### config.mk
export PLATFORM = sky130hd
export DESIGN_NAME = clk_en_sched
export DESIGN_NICKNAME = d
export VERILOG_FILES = /design/src/rtl/clk_en_sched.sv
export SDC_FILE = /design/constraint.sdc
export NUM_CORES = 1
export LEC_CHECK = 0
export CAP_MARGIN = 15
export CORE_MARGIN = 1.5
export CORE_UTILIZATION = 46
export DETAILED_ROUTE_END_ITERATION = 12
export PLACE_DENSITY_LB_ADDON = 0.05
export SLEW_MARGIN = 5
export SYNTH_ARGS = -nofsm -noshare
export SYNTH_HDL_FRONTEND = slang
export SYNTH_SLANG_ARGS = --single-unit
### constraint.sdc
create_clock -name clk -period 1.9 [get_ports clk]
set_input_delay 0.285 -clock clk [delete_from_list [all_inputs] [get_ports clk]]
set_output_delay 0.285 -clock clk [all_outputs]
set_load 0.05 [all_outputs]
### src/rtl/clk_en_sched.sv
// rtl/clk_en_sched.sv - clock-enable tick scheduler with programmable divide ratio
// Emits a one-cycle tick every cfg_div+1 cycles plus a 50% square wave; ratio changes take effect at period boundaries.
module clk_en_sched #(
   parameter int CNT_W = 8
) (
   input  logic             clk,
   input  logic             reset,
   input  logic             ena,
   input  logic             cfg_valid,
   input  logic [CNT_W-1:0] cfg_div,
   output logic             cfg_ready,
   output logic             tick,
   output logic             clk_div,
   output logic             active,
   output logic             pending
);

   typedef enum logic [1:0] {
      IDLE = 2'd0,
      RUN  = 2'd1,
      PEND = 2'd2
   } state_t;

   state_t           state;
   logic [CNT_W-1:0] cnt;
   logic [CNT_W-1:0] cur_div;
   logic [CNT_W-1:0] shadow;
   logic             cfg_accept;
   logic             wrap;

   assign cfg_ready  = (state != PEND);
   assign active     = (state != IDLE);
   assign pending    = (state == PEND);
   assign cfg_accept = cfg_valid && cfg_ready;
   assign wrap       = (cnt == cur_div);

   always_ff @(posedge clk) begin
      if (reset) begin
         state   <= IDLE;
         cnt     <= '0;
         cur_div <= '0;
         shadow  <= '0;
         tick    <= 1'b0;
         clk_div <= 1'b0;
      end else begin
         case (state)
            IDLE: begin
               cnt     <= '0;
               tick    <= 1'b0;
               clk_div <= 1'b0;
               if (cfg_accept)
                  cur_div <= cfg_div;
               if (ena)
                  state <= RUN;
            end
            RUN: begin
               if (!ena) begin
                  state   <= IDLE;
                  cnt     <= '0;
                  tick    <= 1'b0;
                  clk_div <= 1'b0;
                  // A ratio offered while stopping is kept rather than dropped.
                  if (cfg_accept)
                     cur_div <= cfg_div;
               end else begin
                  if (wrap) begin
                     cnt     <= '0;
                     tick    <= 1'b1;
                     clk_div <= ~clk_div;
                  end else begin
                     cnt  <= cnt + 1'b1;
                     tick <= 1'b0;
                  end
                  if (cfg_accept) begin
                     shadow <= cfg_div;
                     state  <= PEND;
                  end
               end
            end
            PEND: begin
               if (!ena) begin
                  state   <= IDLE;
                  cnt     <= '0;
                  tick    <= 1'b0;
                  clk_div <= 1'b0;
                  cur_div <= shadow;
               end else if (wrap) begin
                  // Swap in the queued ratio only on a period boundary.
                  cnt     <= '0;
                  tick    <= 1'b1;
                  clk_div <= ~clk_div;
                  cur_div <= shadow;
                  state   <= RUN;
               end else begin
                  cnt  <= cnt + 1'b1;
                  tick <= 1'b0;
               end
            end
            default: begin
               state   <= IDLE;
               cnt     <= '0;
               tick    <= 1'b0;
               clk_div <= 1'b0;
            end
         endcase
      end
   end

endmodule

==> reports/metrics.cfg, run 1 <==
[status]
outcome=completed

[timing]
achievable-frequency_ghz=0.556
fin_max_slew_vios=0
finalClockSkew_ns=0.00833
timing.final.crit_share_pct=94.6
max-slew-margin-rel_pct=67.2
tightestPinTransition_ns=0.490
final_period_minus_worst_setup_slack_ns=1.80
finalSetupViolations=0
rsz0062_at_grt=true
hold_viol_final=0

[placed_design]
dp_wirelength_um=1940
port_buffers=16
globalplace.congestion=0.771
place_area_um2=1590

[power_and_ir_drop]
total_power_divided_by_cell_area_nw_per_um2=831
pwr-share-comb_pct=24.3
peakVddDrop_v=0.000678
sw_share_pct=27.1
share_of_total_power_in_the_clock_network_pct=28.0
power.net_switching_uw=370
share_seq_of_total_power_pct=47.7
internal_power_uw=997
power_leakage_nw=0.612
report.power.total_mw=1.37

[logic_synthesis]
synth_top_area_share_pct=41.4
postSynthRegisterBits=28
syn_avg_cell_area_um2=9.27
synth_cell_area_um2=1350
post-synth-top-count-cell=sky130_fd_sc_hd__dfxtp_1
synth_edf_count=0
seq_area_frac_synth_pct=41.4
most_frequent_cells_after_synthesis=sky130_fd_sc_hd__dfxtp_1, sky130_fd_sc_hd__nand2_1, sky130_fd_sc_hd__a21oi_1
ys_types=30
ys.warnings.count=0
synth_flop_cell=sky130_fd_sc_hd__dfxtp_1
synth.area.top_cells=sky130_fd_sc_hd__dfxtp_1, sky130_fd_sc_hd__xor2_1, sky130_fd_sc_hd__a21oi_1
cell_type_with_the_highest_aggregate_area_in_the_netlist=sky130_fd_sc_hd__dfxtp_1
asyncSetResetFlopFracSynth_pct=0
syn-instance-count=146
synth.net_count=163

[drt]
wl_um=2490
number_of_optimization_iterations_in_the_first_detailed_route_pass=4
wl_per_cell_um=12.7
routed-via-count=1036
post_drt_via_cell_ratio=5.31
drt_drc_violations_left=0
antenna_violating_nets_post_route=0
drt_iter0_markers=27

[setup_path]
reg2reg_from=cnt[5]$_SDFF_PP0_
worst_path_dominant_cell_family=buffers and inverters
worstPathBufferInverterCount=1
critical-path-slowest-cell=sky130_fd_sc_hd__clkdlybuf4s50_1
cp.arrival_ns=1.51
critical_path.startpoint_type=flip-flop
critical_path_peak_fanout=2
crit_type=reg -> out
setup.worst_path.end_class=primary output
worst_path_largest_cell_delay_ns=0.81
startpoint=clk_div$_SDFFE_PP0N_
critical_path_required_ns=1.62
critical_path.cell_chain=clkdlybuf4s50_1

[floorplanning]
core_region_area_um2=2780
dieHeight_um=57.3
die_outline_width_um=57.3
floorplan.initialDensity_pct=48.7
std_cell_rows=19
io_pins=17
die-area_um2=3280

[grt]
grt_max_degree=19
grt_remaining_overflow=0
first_global_vias=944
antenna_found_initial=0
first_pass_grt_wire_length_um=4110
grt_util_all_layers_pct=16.1

[min_path]
path_class_of_the_lowest_slack_min_delay_path=reg -> reg
startpoint_of_the_tightest_hold_check_path=shadow[0]$_SDFFE_PP0P_

[clock_network]
cts_buffers=3
worstSkewPairLatency_ns=0.32
post_cts.resized_instances=0
htree_num_levels=1
cts_max_path_buffers=2
cts_post_setup_buffers_inserted=0
clk_root_buffer_cell=sky130_fd_sc_hd__clkbuf_4
clock_sink_count=28
cts_tree=built
post_cts_hold_buffer_count=0
clk_transition_reported_paths_ns=0.15

[finish]
finish.net_count=182
syn2layout_area_growth_pct=21.6
diodes=0
proportion_of_layout_cells_with_a_drive_suffix_above_1_pct=15.2
final_design_area_no_fill_um2=1650

[job]
timing.max_cap.violations=0

[layout make-up]
cell class	instances	area, um2
fill	273	1130
multi-input combinational	106	736
sequential	28	561
timing repair buffer	21	240
tap	31	38.8
clock inverter	1	30.0
clock buffer	3	22.5
inverter	5	18.8
[registers in the layout (all words and copies together) (netlist names)]
| name | count |
|---|---|
| state | 2 |
| cur_div | 8 |
| tick | 1 |
| cnt | 8 |
| shadow | 8 |
| clk_div | 1 |
[through the flow]
step / utilization, % / setup slack (ns) / hold WS [ns] / std cells / TNS, ns
after global routing: 59.2 / -0.0366 / 0.485 / 195 / -0.0580
final: 59.2 / 0.102 / 0.465 / 195 / 0
after global placement: 57.3 / 0.0652 / 0.441 / 191 / 0
after detailed placement: 57.3 / 0.0205 / 0.448 / 191 / 0
after floorplan: - / 0.0221 / 0.421 / 146 / 0
after CTS: 59.2 / 0.0816 / 0.467 / 195 / 0
[cells by family after synthesis]
kind of cell | share of synthesized area [%]
buffers and inverters | 5.18
AO/OA/AOI/OAI | 16.4
flip-flops | 41.4
multiplexers | 6.75
adder cells (fa/ha/maj) | 4.62
AND/OR/NAND/NOR | 16.0
XOR/XNOR | 9.70
[final timing paths]
kind                                               end  slack, ns  cells after the start
worst max register to register   state[1]$_SDFFE_PP0P_       0.13                      5
worst min register to register  shadow[0]$_SDFFE_PP0P_       0.46                      2
worst min-delay path            shadow[0]$_SDFFE_PP0P_       0.46                      2
worst max-delay path                           clk_div       0.10                      1
[power groups by stage]
stage / clock network [mW] / logic [mW] / registers, mW
finish: 0.383 / 0.333 / 0.652
global route: 0.413 / 0.362 / 0.657
CTS: 0.395 / 0.336 / 0.653
detailed placement: 0 / 0.335 / 0.666
global placement: 0 / 0.326 / 0.665
floorplan: 0 / 0.217 / 0.666
[layout by cell type (no fill, tap or decap), types with 2 or more instances in the layout]
master and n:
sky130_fd_sc_hd__clkbuf_4 3, sky130_fd_sc_hd__ha_1 4, sky130_fd_sc_hd__a311oi_1 6, sky130_fd_sc_hd__nor2_1 12, sky130_fd_sc_hd__a21oi_1 19, sky130_fd_sc_hd__a311oi_2 2
sky130_fd_sc_hd__xnor2_1 4, sky130_fd_sc_hd__nand2_1 20, sky130_fd_sc_hd__xor2_1 11, sky130_fd_sc_hd__buf_4 4, sky130_fd_sc_hd__o21ai_0 3, sky130_fd_sc_hd__and3_2 2
sky130_fd_sc_hd__nand3_1 3, sky130_fd_sc_hd__mux2i_1 8, sky130_fd_sc_hd__inv_1 4, sky130_fd_sc_hd__nor4_2 2, sky130_fd_sc_hd__clkdlybuf4s50_1 13, sky130_fd_sc_hd__dfxtp_1 28
sky130_fd_sc_hd__buf_12 4
[metal layers]
| metal | global-route usage, % | vias to the layer above | wire, um |
|---|---|---|---|
| li1 | - | 545 | - |
| met1 | 19.7 | 477 | 1140 |
| met2 | 28.1 | 12 | 1240 |
| met3 | 5.44 | 2 | 87 |
| met4 | 1.99 | 0 | 19 |
| met5 | 0 | - | 0 |
No activity file was read; power rests on OpenSTA's default activity.
==> inputs of run 2 (changes only) <==
Settings changed: CORE_ASPECT_RATIO set to 0.5, GPL_ROUTABILITY_DRIVEN set to 0.
==> run 2 against run 1 <==
Fmax increased by 0.65%. Clock skew decreased by 0.0065 ns. Largest cell class unchanged. Routed wire length up 3.1%. Sequential cell count stayed put.
==> reports/metrics.cfg, run 2 (synthesized netlist as in run 1, its figures left out) <==
[clock_network]
cts_tree=built
cts_buffers=3
htree_num_levels=1
clk_root_buffer_cell=sky130_fd_sc_hd__clkbuf_8
cts_post_setup_buffers_inserted=0
cts_max_path_buffers=2
clock_sink_count=28
worstSkewPairLatency_ns=0.27
clk_transition_reported_paths_ns=0.09

[timing]
hold_viol_final=0
tightestPinTransition_ns=0.490
final.hold.worst_slack_ns=0.459
finalClockSkew_ns=0.00185
final_period_minus_worst_setup_slack_ns=1.79
fin_max_slew_vios=0
achievable-frequency_ghz=0.560
finalSetupViolations=0
timing.final.crit_share_pct=94.0
rsz0062_at_grt=false
setup_ws_ns=0.114
setup_total_negative_slack_ns=0
max-slew-margin-rel_pct=67.2

[power_and_ir_drop]
report.power.total_mw=1.35
power_leakage_nw=0.613
sw_share_pct=28.4
peakVddDrop_v=0.000320
share_of_total_power_in_the_clock_network_pct=27.1
total_power_divided_by_cell_area_nw_per_um2=816
internal_power_uw=969
power.net_switching_uw=384
pwr-share-comb_pct=24.4
share_seq_of_total_power_pct=48.5

[placed_design]
port_buffers=16
numPlacedInstances=197
dp_wirelength_um=1880
placement.setup.worst_slack_ns=0.0475

[grt]
grt_remaining_overflow=0
grt_max_degree=19
first_pass_grt_wire_length_um=4000
grt_util_met3_pct=5.22
antenna_found_initial=0
use_met2_pct=26.5
grt_util_all_layers_pct=17.4
grt.met1_usage_pct=24.2
first_global_vias=827
gr-max-usage-layer=met2

[finish]
layout.cells.most_common=sky130_fd_sc_hd__dfxtp_1
diodes=0
most_used_cells_in_the_layout_excluding_fill_and_tap_cells=sky130_fd_sc_hd__dfxtp_1, sky130_fd_sc_hd__nand2_1, sky130_fd_sc_hd__a21oi_1
syn2layout_area_growth_pct=22.5
finish.net_count=182
proportion_of_layout_cells_with_a_drive_suffix_above_1_pct=15.9
layout_filler_cell_count=267
largest_registers=cnt (8), cur_div (8), shadow (8)
finish.cell_count_without_fillers=201

[drt]
drt_drc_violations_left=0
wl_per_cell_um=12.7
drt_iter0_markers=54
post_drt_via_cell_ratio=5.02
wl_um=2560
antenna_violating_nets_post_route=0
number_of_optimization_iterations_in_the_first_detailed_route_pass=4
routed-via-count=1010

[setup_path]
setup.reg_to_reg.worst_slack_ns=0.11
worst_path_largest_cell_delay_ns=0.43
worstRegToRegCells=5
critical-path-slowest-cell=sky130_fd_sc_hd__or4_1
critical_path_required_ns=2.11
critical_path_peak_fanout=4
path_common_cell=sky130_fd_sc_hd__a21oi_1
startpoint=cnt[0]$_SDFF_PP0_
setup.worst_path.end_class=flip-flop
worstPathBufferInverterCount=0
crit_type=reg -> reg
worst_path_dominant_cell_family=simple AND/OR/NAND/NOR gates
reg2reg_from=cnt[0]$_SDFF_PP0_
critical_path.cell_chain=xor2_1 -> nor4_2 -> a21oi_1 -> or4_1 -> a21oi_1
cp.arrival_ns=1.99
critical_path.startpoint_type=flip-flop
critical_path.reg2reg.endpoint=state[1]$_SDFFE_PP0P_

[min_path]
startpoint_of_the_tightest_hold_check_path=shadow[3]$_SDFFE_PP0P_
whs_path_cells=2
path_class_of_the_lowest_slack_min_delay_path=reg -> reg
worstHoldEndpoint=shadow[3]$_SDFFE_PP0P_

[floorplanning]
io_pins=17
std_cell_rows=13
core_region_area_um2=2700
die-area_um2=3300
floorplan.initialDensity_pct=50.1
dieHeight_um=41.4
die_outline_width_um=79.7

[job]
timing.max_cap.violations=0

[status]
outcome=completed

[run 2: changes by cell type in the layout (fill, tap and decap cells not counted)]
cell / before / now
sky130_fd_sc_hd__clkbuf_4: 3 / 0
sky130_fd_sc_hd__dfxtp_2: 0 / 1
sky130_fd_sc_hd__bufinv_16: 1 / 0
sky130_fd_sc_hd__dfxtp_1: 28 / 27
sky130_fd_sc_hd__clkbuf_8: 0 / 4
[run 2: worst max-delay path by stage]
stage,depth (start not counted),to
2_1_floorplan,8,cur_div[5]$_SDFFE_PP0P_
3_3_place_gp,7,cur_div[5]$_SDFFE_PP0P_
3_5_place_dp,7,cur_div[7]$_SDFFE_PP0P_
4_1_cts,8,cur_div[7]$_SDFFE_PP0P_
5_1_grt,5,state[1]$_SDFFE_PP0P_
6_report,5,state[1]$_SDFFE_PP0P_
[run 2: tightest hold or removal path, cell delays in order, from the launching register on]
cell and delay [ns]:
sky130_fd_sc_hd__dfxtp_1 0.32, sky130_fd_sc_hd__nand2_1 0.05, sky130_fd_sc_hd__a21oi_1 0.05
[run 2: through the flow]
| stage | area, um2 | utilization, % |
|---|---|---|
| finish | 1660 | 61.4 |
| global route | 1660 | 61.4 |
| CTS | 1660 | 61.4 |
| detailed placement | 1600 | 59.3 |
| global placement | 1600 | 59.3 |
| floorplan | 1370 | - |
[run 2: area by class of cell]
class	instances	area, um2	share of cell area (%)
Sequential cell	28	562	33.9
Timing Repair Buffer	21	240	14.5
Tap cell	37	46.3	2.79
Multi-Input combinational cell	106	736	44.4
Clock buffer	4	55.1	3.32
Inverter	5	18.8	1.13
[run 2: routing by layer]
layer,share of wire (%),vias to the layer above
met5,0,-
met4,0.98,0
met3,3.4,4
met2,38,13
met1,57,449
li1,-,544
[run 2: power by group through the flow]
| stage | clock [mW] | combinational (mW) | sequential, mW |
|---|---|---|---|
| after floorplan | 0 | 0.217 | 0.666 |
| after global placement | 0 | 0.326 | 0.669 |
| after detailed placement | 0 | 0.329 | 0.670 |
| after CTS | 0.380 | 0.330 | 0.656 |
| after global routing | 0.408 | 0.361 | 0.663 |
| final | 0.367 | 0.329 | 0.657 |
[run 2: repair_timing]
item	CTS	global route
resized for setup	0	1
endpoints found under the setup margin	0	10
hold buffers	0	0
==> inputs of run 3 (changes only) <==
Settings changed: GPL_TIMING_DRIVEN set to 0.
==> run 3 against run 2 <==
Combinational power is 5% lower. Via count is 1.7% higher. Global-route usage is 0.60 points higher. Sequential power hardly changed. Routed wire length is 0.35% lower. Cell area is 0.53% lower. Hold slack worse by 0.22 ns. Sequential cell count stayed put. Non-clock buffer count is 3 higher. Critical endpoint is now cur_div[5]$_SDFFE_PP0P_.
==> reports/metrics.cfg, run 3 (synthesized netlist as in run 1, its figures left out) <==
[timing]
finalClockSkew_ns=0.00188
hold_viol_final=0
timing.final.crit_share_pct=93.8
max-slew-margin-rel_pct=63.1
setup_ws_ns=0.117
rsz0062_at_grt=false
finalSetupViolations=0
tightestPinTransition_ns=0.551
fin_max_slew_vios=0
achievable-frequency_ghz=0.561
setup_total_negative_slack_ns=0
final_period_minus_worst_setup_slack_ns=1.78

[clock_network]
post_cts_hold_buffer_count=0
clk_transition_reported_paths_ns=0.09
cts_max_path_buffers=2
htree_num_levels=1
clk_root_buffer_cell=sky130_fd_sc_hd__clkbuf_8
cts_buffers=3
worstSkewPairLatency_ns=0.27
clock_sink_count=28
cts_tree=built

[grt]
first_pass_grt_wire_length_um=4220
first_global_vias=823
antenna_found_initial=0
grt_remaining_overflow=0
grt_max_degree=16
grt_util_all_layers_pct=18.0

[placed_design]
placement.setup.worst_slack_ns=-0.146
dp_wirelength_um=1920
port_buffers=15

[drt]
antenna_violating_nets_post_route=0
drt_iter0_markers=44
wl_um=2550
routed-via-count=1027
wl_per_cell_um=12.5
number_of_optimization_iterations_in_the_first_detailed_route_pass=4
drt_drc_violations_left=0
post_drt_via_cell_ratio=5.03

[setup_path]
reg2reg_from=state[0]$_SDFFE_PP0P_
critical-path-slowest-cell=sky130_fd_sc_hd__dfxtp_4
critical_path_peak_fanout=5
setup.worst_path.end_class=flip-flop
critical_path.cell_chain=inv_1 -> ha_4 -> nand2b_4 -> mux2_2 -> a21oi_4 -> buf_6 -> a21oi_1 -> a311oi_2
worst_path_largest_cell_delay_ns=0.37
crit_type=reg -> reg
startpoint=state[0]$_SDFFE_PP0P_
cp.arrival_ns=1.97
critical_path_required_ns=2.09
critical_path.startpoint_type=flip-flop
setup.reg_to_reg.worst_slack_ns=0.12

[floorplanning]
core_region_area_um2=2700
floorplan.initialDensity_pct=50.1
die-area_um2=3300
std_cell_rows=13
die_outline_width_um=79.7
io_pins=17
dieHeight_um=41.4

[min_path]
path_class_of_the_lowest_slack_min_delay_path=in -> reg
startpoint_of_the_tightest_hold_check_path=reset

[finish]
layout_filler_cell_count=263
most_used_cells_in_the_layout_excluding_fill_and_tap_cells=sky130_fd_sc_hd__dfxtp_1, sky130_fd_sc_hd__nand2_1, sky130_fd_sc_hd__a21oi_1
largest_registers=cnt (8), cur_div (8), shadow (8)
proportion_of_layout_cells_with_a_drive_suffix_above_1_pct=16.2
layout.cells.most_common=sky130_fd_sc_hd__dfxtp_1
diodes=0
postLayoutCoreUtil_pct=61.1
syn2layout_area_growth_pct=21.8
finish.net_count=185

[power_and_ir_drop]
peakVddDrop_v=0.000368
power_leakage_nw=0.612
total_power_divided_by_cell_area_nw_per_um2=805

[status]
outcome=completed

[job]
timing.max_cap.violations=0

## run 3: through the flow
step / power, mW / instance area [um2] / cells / hold WS (ns)
detailed placement: 0.967 / 1570 / 198 / 0.446
finish: 1.33 / 1650 / 204 / 0.235
CTS: 1.34 / 1630 / 203 / 0.227
global placement: 0.962 / 1570 / 198 / 0.441
floorplan: 0.883 / 1370 / 146 / 0.421
global route: 1.42 / 1650 / 204 / 0.228
## run 3: worst max-delay path: cells and delay by family, from the launching register on
family	cells	cell delay, ns
multiplexers	1	0.29
AND/OR/NAND/NOR	1	0.15
adder cells (fa/ha/maj)	1	0.17
buffers and inverters	2	0.23
flip-flops	1	0.37
AO/OA/AOI/OAI	3	0.49
## run 3: worst paths after layout
path,to,depth (start not counted)
min reg2reg,shadow[2]$_SDFFE_PP0P_,2
max reg2reg,cur_div[5]$_SDFFE_PP0P_,8
min,cur_div[6]$_SDFFE_PP0P_,2
max,cur_div[5]$_SDFFE_PP0P_,8
## run 3: layer usage
metal | global-route usage, % | up-vias | share of wire [%]
met5 | 0 | - | 0
met4 | 2.63 | 0 | 0
met3 | 5.22 | 0 | 3.2
met2 | 25.2 | 14 | 39
met1 | 27.3 | 465 | 58
li1 | - | 548 | -
## run 3: final cells by class
cell class | instances | area [um2] | area share [%]
Multi-Input combinational cell | 106 | 747 | 45.3
Sequential cell | 28 | 564 | 34.2
Timing Repair Buffer | 17 | 158 | 9.56
Tap cell | 37 | 46.3 | 2.81
Clock buffer | 4 | 55.1 | 3.34
Buffer | 7 | 60.1 | 3.64
Inverter | 5 | 18.8 | 1.14
## run 3: timing repair
item,in CTS,in global routing
gates resized for setup,10,7
setup endpoints to repair,5,12
endpoints found under the hold margin,0,0
pin swaps,0,2
buffers inserted,1,1
## run 3: power by group
group / leakage, nW / switching, mW / internal [mW]
combinational: 0.354 / 0.175 / 0.137
clock: 0.0288 / 0.174 / 0.185
sequential: 0.229 / 0.0300 / 0.627
total: 0.612 / 0.379 / 0.950
==> edit, RTL diff (settings of run 3) <==
Set the parameter `CNT_W` to 6 (it was 8).
--- a/src/rtl/clk_en_sched.sv
+++ b/src/rtl/clk_en_sched.sv
@@ -1,7 +1,7 @@
 // rtl/clk_en_sched.sv - clock-enable tick scheduler with programmable divide ratio
 // Emits a one-cycle tick every cfg_div+1 cycles plus a 50% square wave; ratio changes take effect at period boundaries.
 module clk_en_sched #(
-   parameter int CNT_W = 8
+   parameter int CNT_W = 6
 ) (
    input  logic             clk,
    input  logic             reset,
Interface: changed (resized cfg_div); port bits go from 17 to 15. The function was not compared with the original's and may differ.
==> edit against run 3 <==
- first-iteration DRC count shrank 59%
- power down 2.6%
- clock power decreased by 8.1%
- final area is 20% lower
- setup slack got worse by 18 ps
- sequential cell count decreased by 6
- area after synthesis fell by 20%
- hold slack better by 190 ps
- routed wire length down 25%
- utilization decreased by 1.6 points
- critical path type unchanged
==> edit: results (changes against run 3) <==
Parameter                              Value

Synthesis
  Sequential-to-total area share from yosys stat ... 40.60% (-0.81 points)
  Xor/xnor share of the synthesized area ... 8.881% (-0.82 points)
  Synth Area per Inst ... 9.600 um2 (+3.5%)
  Fraction of the mapped netlist area in compound gates ... 12.69% (-3.7 points)
  Number of unique standard cell types used by synthesis ... 29 (-3.3%)
  Commonest cells in the synthesized netlist ... dfxtp_1, nor2_1, mux2i_1, xnor2_1
  Multiplexer share of the synthesized area ... 11.07% (+4.3 points)
  Total nets after synthesis ... 128 (-21%)
  Fraction of the mapped netlist area in adder cells ... 5.767% (+1.1 points)
  Synth area leaders ... dfxtp_1, mux2i_1, nor2_1
  EDFF count, synth ... 0 (unchanged)

Final layout
  Non-clock buffer share of cell area ... 12.50% (-0.70 points)
  Registers with the most flip-flops ... cnt: 6 flops, cur_div: 6 flops, shadow: 6 flops
  Number of flip-flops and latches ... 22 (-21%)
  Multi-input logic cell count ... 81 (-24%)
  Fraction of standard cell area in multi-input logic ... 45.83% (+0.54 points)
  Combined flip-flop and latch cell area ... 441.7 um2 (-22%)
  Sequential portion of the cell area ... 33.43% (-0.79 points)
  ClkCell Share ... 4.167% (+0.83 points)
  Count of nets after finishing ... 147 (-21%)
  Share of layout cells above drive strength 1 ... 16.03% (-0.14 points)
  Number of fill cells in the layout ... 196 (-25%)
  Non-clock buffer count ... 19 (-21%)

Route
  Post-detailed-route wirelength per cell ... 12.11 um (-3.2%)
  1st-iter DRT viols ... 18 (-59%)
  Final routed wirelength across all metal layers ... 1926 um (-25%)
  Per-cell via count in the routed design ... 4.943 (-1.8%)
  First-pass iteration count of the detailed router ... 6 (+2)

Power
  P_int ... 867.5 uW (-8.6%)
  Leakage power total ... 0.5105 nW (-17%)
  Register share of total power ... 42.4% (-7.1 points)
  Cell Pwr Density ... 978.8 mW/mm2 (+22%)
  Max rail drop VDD ... 0.4591 mV (+25%)
  P_comb ... 415 uW (+33%)

Timing
  Worst hold slack ... 423.2 ps (+188.7 ps)
  Worst slew slack as a fraction of its limit ... 65.24% (+2.1 points)
  Setup clock skew after layout ... 3.344 ps (+1.464 ps)
  Worst setup margin ... 98.97 ps (-18.44 ps)

Placed design
  Half-perimeter wire length after detailed placement ... 1408 um (-27%)
  Quantity of I/O buffers inserted on ports ... 13 (-2)
  Setup WS pre-CTS ... -60.02 ps (+86.19 ps)

Critical path
  Maximum net fanout on the critical path ... 10 (+5)
  Arrival time of the worst setup path ... between 1500 and 2000 ps

GRT
  Via count of the first global-routing pass ... 682 (-17%)
  Overall routing resource usage ... 15.71% (-2.3 points)
  Initial antenna violation count ... 0 (unchanged)
  Pin count of the biggest net entering global routing ... 13 (-3)
  First-pass GRT wire length ... 3070 um (-27%)

Die
  Die Span X ... 71.68 um (-10%)

Outcome
  Result of the run ... finished clean

Clocking
  Clock-pin transition on the worst setup and hold timing paths ... roughly 80 ps
  Number of CTS-inserted buffers ... 3 (unchanged)
-- edit: worst paths after layout --
| kind | end | cells past startpoint | from |
|---|---|---|---|
| max | cur_div[3] | 9 | state[0] |
| min | cur_div[5] | 2 | reset |
| max reg2reg | cur_div[3] | 9 | state[0] |
| min reg2reg | cnt[0] | 1 | cnt[0] |
-- edit: layer usage --
metal | global-route usage [%] | share of wire [%] | up-vias
met3 | 6.469 | 5.6 | 2
met1 | 21.38 | 55 | 346
met2 | 23.61 | 39 | 18
met4 | 2.830 | 0.42 | 0
li1 | - | - | 420
met5 | 0 | 0 | -
-- edit: worst max-delay path, stage by stage, from the launching register on --
cell and delay (ps):
dfxtp_2 360, inv_2 60, ha_2 190, buf_6 150, nor3b_2 210, o21ai_2 110
nor3_4 270, buf_6 150, nor2_1 50, a211oi_2 180
-- edit: timing repair --
action	4_1_cts	5_1_grt
buffers inserted	0	0
setup endpoints to repair	3	13
cloned	0	1
pin swaps	0	1
gates resized for setup	5	7
